`src/rtl/uart_pkg.sv`:
```
// Shared UART definitions: arbiter state encoding, header tag default and
// the baud divisor used by uart_tx.
package uart_pkg;

  typedef enum logic [2:0] {
    ST_IDLE,
    ST_START,
    ST_BUSY,
    ST_DONE,
    ST_FETCH
  } arb_state_t;

  localparam logic [3:0]  HDR_TAG_DEFAULT = 4'hA;
  localparam int unsigned CLK_HZ          = 12_000_000;
  localparam int unsigned B115200         = CLK_HZ / 115_200;

endpackage

```
`src/rtl/rr_pick.sv`:
```
// Combinational round-robin picker: first valid index at or above rr_ptr,
// wrapping to the lowest valid index when none is found above it.
module rr_pick #(
  parameter int unsigned N_REQ = 4
) (
  input  logic [N_REQ-1:0] req_valid,
  input  logic [3:0]       rr_ptr,
  output logic [3:0]       grant,
  output logic             any
);

  logic       hi_found;
  logic       lo_found;
  logic [3:0] hi_idx;
  logic [3:0] lo_idx;

  always_comb begin
    hi_found = 1'b0;
    lo_found = 1'b0;
    hi_idx   = '0;
    lo_idx   = '0;
    for (int unsigned i = 0; i < N_REQ; i++) begin
      if (req_valid[i] && !lo_found) begin
        lo_found = 1'b1;
        lo_idx   = 4'(i);
      end
      if (req_valid[i] && !hi_found && (32'(rr_ptr) <= i)) begin
        hi_found = 1'b1;
        hi_idx   = 4'(i);
      end
    end
    any   = lo_found;
    grant = hi_found ? hi_idx : lo_idx;
  end

endmodule

```
`src/rtl/uart_frame_arbiter.sv`:
```
// Round-robin frame arbiter sharing one uart_tx among N_REQ byte streams;
// each frame is a source header byte followed by up to MAX_LEN payload bytes.
module uart_frame_arbiter
  import uart_pkg::*;
#(
  parameter int unsigned N_REQ   = 4,
  parameter int unsigned MAX_LEN = 16,
  parameter logic [3:0]  HDR_TAG = HDR_TAG_DEFAULT
) (
  input  logic               clk,
  input  logic               rstn,
  input  logic [N_REQ-1:0]   req_valid,
  input  logic [8*N_REQ-1:0] req_data,
  input  logic [N_REQ-1:0]   req_last,
  output logic [N_REQ-1:0]   req_ready,
  output logic               tx_start,
  output logic [7:0]         tx_data,
  input  logic               tx_ready,
  output logic [3:0]         grant_id,
  output logic               busy,
  output logic               frame_err
);

  arb_state_t state;
  logic [3:0] rr_ptr;
  logic [7:0] len_cnt;
  logic       hdr_flag;
  logic       eof_flag;

  logic [3:0] pick_idx;
  logic       pick_any;
  logic       cur_valid;
  logic       cur_last;
  logic [7:0] cur_data;
  logic       len_hit;

  rr_pick #(.N_REQ(N_REQ)) u_pick (
    .req_valid (req_valid),
    .rr_ptr    (rr_ptr),
    .grant     (pick_idx),
    .any       (pick_any)
  );

  always_comb begin
    cur_valid = 1'b0;
    cur_last  = 1'b0;
    cur_data  = '0;
    req_ready = '0;
    for (int unsigned i = 0; i < N_REQ; i++) begin
      if (grant_id == 4'(i)) begin
        cur_valid = req_valid[i];
        cur_last  = req_last[i];
        cur_data  = req_data[8*i +: 8];
        if (state == ST_FETCH)
          req_ready[i] = req_valid[i];
      end
    end
  end

  assign len_hit = (len_cnt + 8'd1) == 8'(MAX_LEN);
  assign busy    = (state != ST_IDLE);

  always_ff @(posedge clk or negedge rstn) begin
    if (!rstn) begin
      state     <= ST_IDLE;
      rr_ptr    <= '0;
      len_cnt   <= '0;
      hdr_flag  <= 1'b0;
      eof_flag  <= 1'b0;
      grant_id  <= '0;
      tx_start  <= 1'b0;
      tx_data   <= '0;
      frame_err <= 1'b0;
    end else begin
      frame_err <= 1'b0;
      unique case (state)
        ST_IDLE: begin
          if (pick_any) begin
            grant_id <= pick_idx;
            tx_data  <= {HDR_TAG, pick_idx};
            hdr_flag <= 1'b1;
            eof_flag <= 1'b0;
            len_cnt  <= '0;
            state    <= ST_START;
          end
        end
        ST_START: begin
          if (tx_ready) begin
            tx_start <= 1'b1;
            state    <= ST_BUSY;
          end
        end
        ST_BUSY: begin
          tx_start <= 1'b0;
          if (!tx_ready)
            state <= ST_DONE;
        end
        ST_DONE: begin
          if (tx_ready) begin
            if (!hdr_flag && eof_flag) begin
              rr_ptr <= (32'(grant_id) == N_REQ - 1) ? '0 : grant_id + 4'd1;
              state  <= ST_IDLE;
            end else begin
              state <= ST_FETCH;
            end
          end
        end
        ST_FETCH: begin
          // A truncated frame leaves the requester's remaining bytes queued;
          // they open a fresh frame on its next grant.
          if (cur_valid) begin
            tx_data   <= cur_data;
            len_cnt   <= len_cnt + 8'd1;
            hdr_flag  <= 1'b0;
            eof_flag  <= cur_last | len_hit;
            frame_err <= len_hit & ~cur_last;
            state     <= ST_START;
          end
        end
        default: state <= ST_IDLE;
      endcase
    end
  end

endmodule

```
`config.mk`:
```
export PLATFORM = sky130hd
export DESIGN_NAME = uart_frame_arbiter
export DESIGN_NICKNAME = d
export VERILOG_FILES = /design/src/rtl/uart_pkg.sv /design/src/rtl/rr_pick.sv /design/src/rtl/uart_frame_arbiter.sv
export SDC_FILE = /design/constraint.sdc
export NUM_CORES = 1
export LEC_CHECK = 0
export CORE_AREA = 2 2 74 90
export CTS_CLUSTER_SIZE = 16
export DETAILED_ROUTE_END_ITERATION = 8
export DIE_AREA = 0 0 76 92
export GPL_ROUTABILITY_DRIVEN = 1
export PLACE_DENSITY = 0.54
export SYNTH_ARGS = -nofsm -noshare
export SYNTH_HDL_FRONTEND = slang
export SYNTH_SLANG_ARGS = --single-unit
```
`constraint.sdc`:
```
create_clock -name clk -period 3.65 [get_ports clk]
set_clock_uncertainty 0.1 [all_clocks]
set_input_delay 0.73 -clock clk [delete_from_list [all_inputs] [get_ports clk]]
set_output_delay 0.73 -clock clk [all_outputs]
set_load 0.01 [all_outputs]
```
==> qor.yml <==
clock_tree:
  clock_sinks: 27
  numCtsBuffers: 3
  cts-root-buf: "clkbuf_8"
  clk_latency_ps: 280
  htreeDepth: 1
  cts_hold_buf: 0
  max-clock-path-buffers: 2
  clk_pin_slew_ps: 100
  cts_resized: 0
  cts_setup_buffers: 0
  cts_tree: "built"
route:
  antenna_left: 0
  avgViaCountPerCell: 5.03
  routed_wl_um: 4890
  drt_iter0_drc: 76
  avgRoutedWirePerCell_um: 14.5
  drc_errors: 0
  drt_pre_antenna_iters: 4
  vias: 1700
timing:
  min_period_ps: 3150
  period_share_pct: 86.2
  final-setup-viol-count: 0
  fmax_ghz: 0.318
  tightest_slew_ps: 748
  rsz0062_at_grt: "no"
  slew_headroom_pct: 50.1
  whs_ps: 421
  slew_viol_final: 0
  hold_viol: 0
  fin_setup_tns_ps: 0
global_route:
  antenna_found_initial: 0
  grt_overflow: 0
  grt_pass1_wl_um: 8090
  grt_max_degree: 28
  grt_pass1_vias: 1651
  grt_use_total_pct: 14.5
yosys:
  ys_seq_area_share_pct: 38.0
  synth-edff-count: 0
  ys_ff_latch: 27
  synth.area.top_cells: "dfrtp_1 38%, a21oi_1 6.5%, mux2_2 4.4%, a221o_1 3.9%, ha_1 3.5%"
  ys_top_cells_by_count: "27 x dfrtp_1, 23 x a21oi_1, 14 x inv_1"
  synth_ff_type: "dfrtp_1"
  synthCells: 195
  synth.most_common_cell: "dfrtp_1"
  yosysUniqueCellTypes: 42
  yosys_warnings: 0
  synth_top_area_cell: "dfrtp_1"
  synth_top_area_share_pct: 38.0
  async_reset_ff_share_pct: 100
  syn_area_per_cell_um2: 9.11
  netlist_area_um2: 1780
setup_path:
  crit_path_start_kind: "flop"
  crit_path_end_kind: "output port"
  worst_ep_arrival_time_ps: 2320
  setup.worst_path.class: "reg -> out"
  crit_required_ps: 2820
  cpPeakStageDelay_ps: 640
  cp_cell_sequence: "inv_1 -> ha_1 -> and3_1 -> clkdlybuf4s50_1"
  crit_slowest_cell: "ha_1"
  critPathMaxFanout: 23
die:
  rows: 32
  ios: 62
  die_y_um: 92
  die_area_um2: 6990
  die_x_um: 76
  initial_utilization_pct: 28.6
  core-area_um2: 6210
cells_and_area:
  antennaDiodeCount: 0
  multi_input_area_um2: 990
  drive_above_1_share_pct: 8.70
  regArea_um2: 676
  n_fill_cell: 633
  final_util_pct: 40.4
  syn2layout_area_growth_pct: 41.0
  nets: 302
power:
  vdd_drop_max_mv: 0.271
  cellLeakagePower_nw: 1.06
  power_density_nw_per_um2: 551
place:
  io_buffers: 59
  hpwl_um: 3700
  globalplace.congestion: 0.794
hold_path:
  worst_hold_path_type: "reg -> reg"
job:
  max_cap_viol_count: 0
outcome:
  status: "completed"
## critical path: cells and delay by family (launching register included)
family	cells	cell delay, ps
adders and majority gates	1	640
and+or+nand+nor	1	300
buffers and inverters	2	640
DFF	1	450
## layout make-up
class	instances	area share, %
Clock buffer	4	1.80
Inverter	14	2.10
Multi-Input combinational cell	143	39.5
Sequential cell	27	27.0
Tap cell	85	4.25
Timing Repair Buffer	65	25.4
## registers in the layout, summed over array words and instances (netlist names)
name,count
eof_flag,1
frame_err,1
grant_id,2
hdr_flag,1
len_cnt,8
rr_ptr,2
state,3
tx_data,8
tx_start,1
## placed cells by master (no fill, tap or decap), drive strengths merged, types with 4 or more instances in the layout
cell type	synthesis	layout
nand2	11	11
dfrtp	27	27
clkbuf	7	4
and3	7	7
a31oi	8	8
ha	5	5
nor2b	4	4
nor3b	7	7
mux2	7	7
o21ai	7	7
a21oi	23	23
mux2i	4	4
nor2	6	6
clkdlybuf4s50	0	59
nand3	5	5
a22oi	4	4
o31ai	4	4
buf	5	6
nand3b	4	4
a221o	7	7
inv	14	14
## metrics by stage
stage | cell area (um2) | total power, mW | setup slack, ps | cells
6_report | 2500 | 1.38 | 503 | 338
3_3_place_gp | 2460 | 1.21 | 610 | 334
2_1_floorplan | 1780 | 0.919 | 1300 | 196
3_5_place_dp | 2460 | 1.22 | 584 | 334
5_1_grt | 2500 | 1.48 | 377 | 338
4_1_cts | 2500 | 1.40 | 483 | 338
## final timing paths
check / start / endpoint / slack [ps] / cells after the start
worst max-delay path: grant_id[0] / req_ready[2] / 500 / 4
worst min-delay path: tx_data[6] / tx_data[6] / 420 / 1
worst max register to register: grant_id[0] / len_cnt[7] / 920 / 7
worst min register to register: tx_data[6] / tx_data[6] / 420 / 1
max in group asynchronous: rstn / eof_flag / 2450 / 2
min in group asynchronous: rstn / len_cnt[6] / 730 / 2
## per-layer routing
layer	global-route usage, %	up-vias	wire length [um]
met3	3.25	5	316
met1	18.4	801	2150
met2	24.8	53	2360
met5	0	-	0
met4	4.39	0	58
li1	-	841	-
## power breakdown
part | switching (mW) | total [mW] | internal (mW)
clock | 0.0993 | 0.178 | 0.0785
sequential | 0.0707 | 0.445 | 0.374
combinational | 0.379 | 0.758 | 0.379
## kinds of logic after synthesis
group	after synthesis	share of synthesized area, %
XOR/XNOR	1	0.493
AND/OR/NAND/NOR	57	19.1
buffers and inverters	26	6.48
other	1	0.211
adder cells (fa/ha/maj)	5	3.52
flip-flops	27	38.0
multiplexers	11	6.69
AO/OA/AOI/OAI	67	25.5
Note: power is estimated with default switching activity, not from simulation.
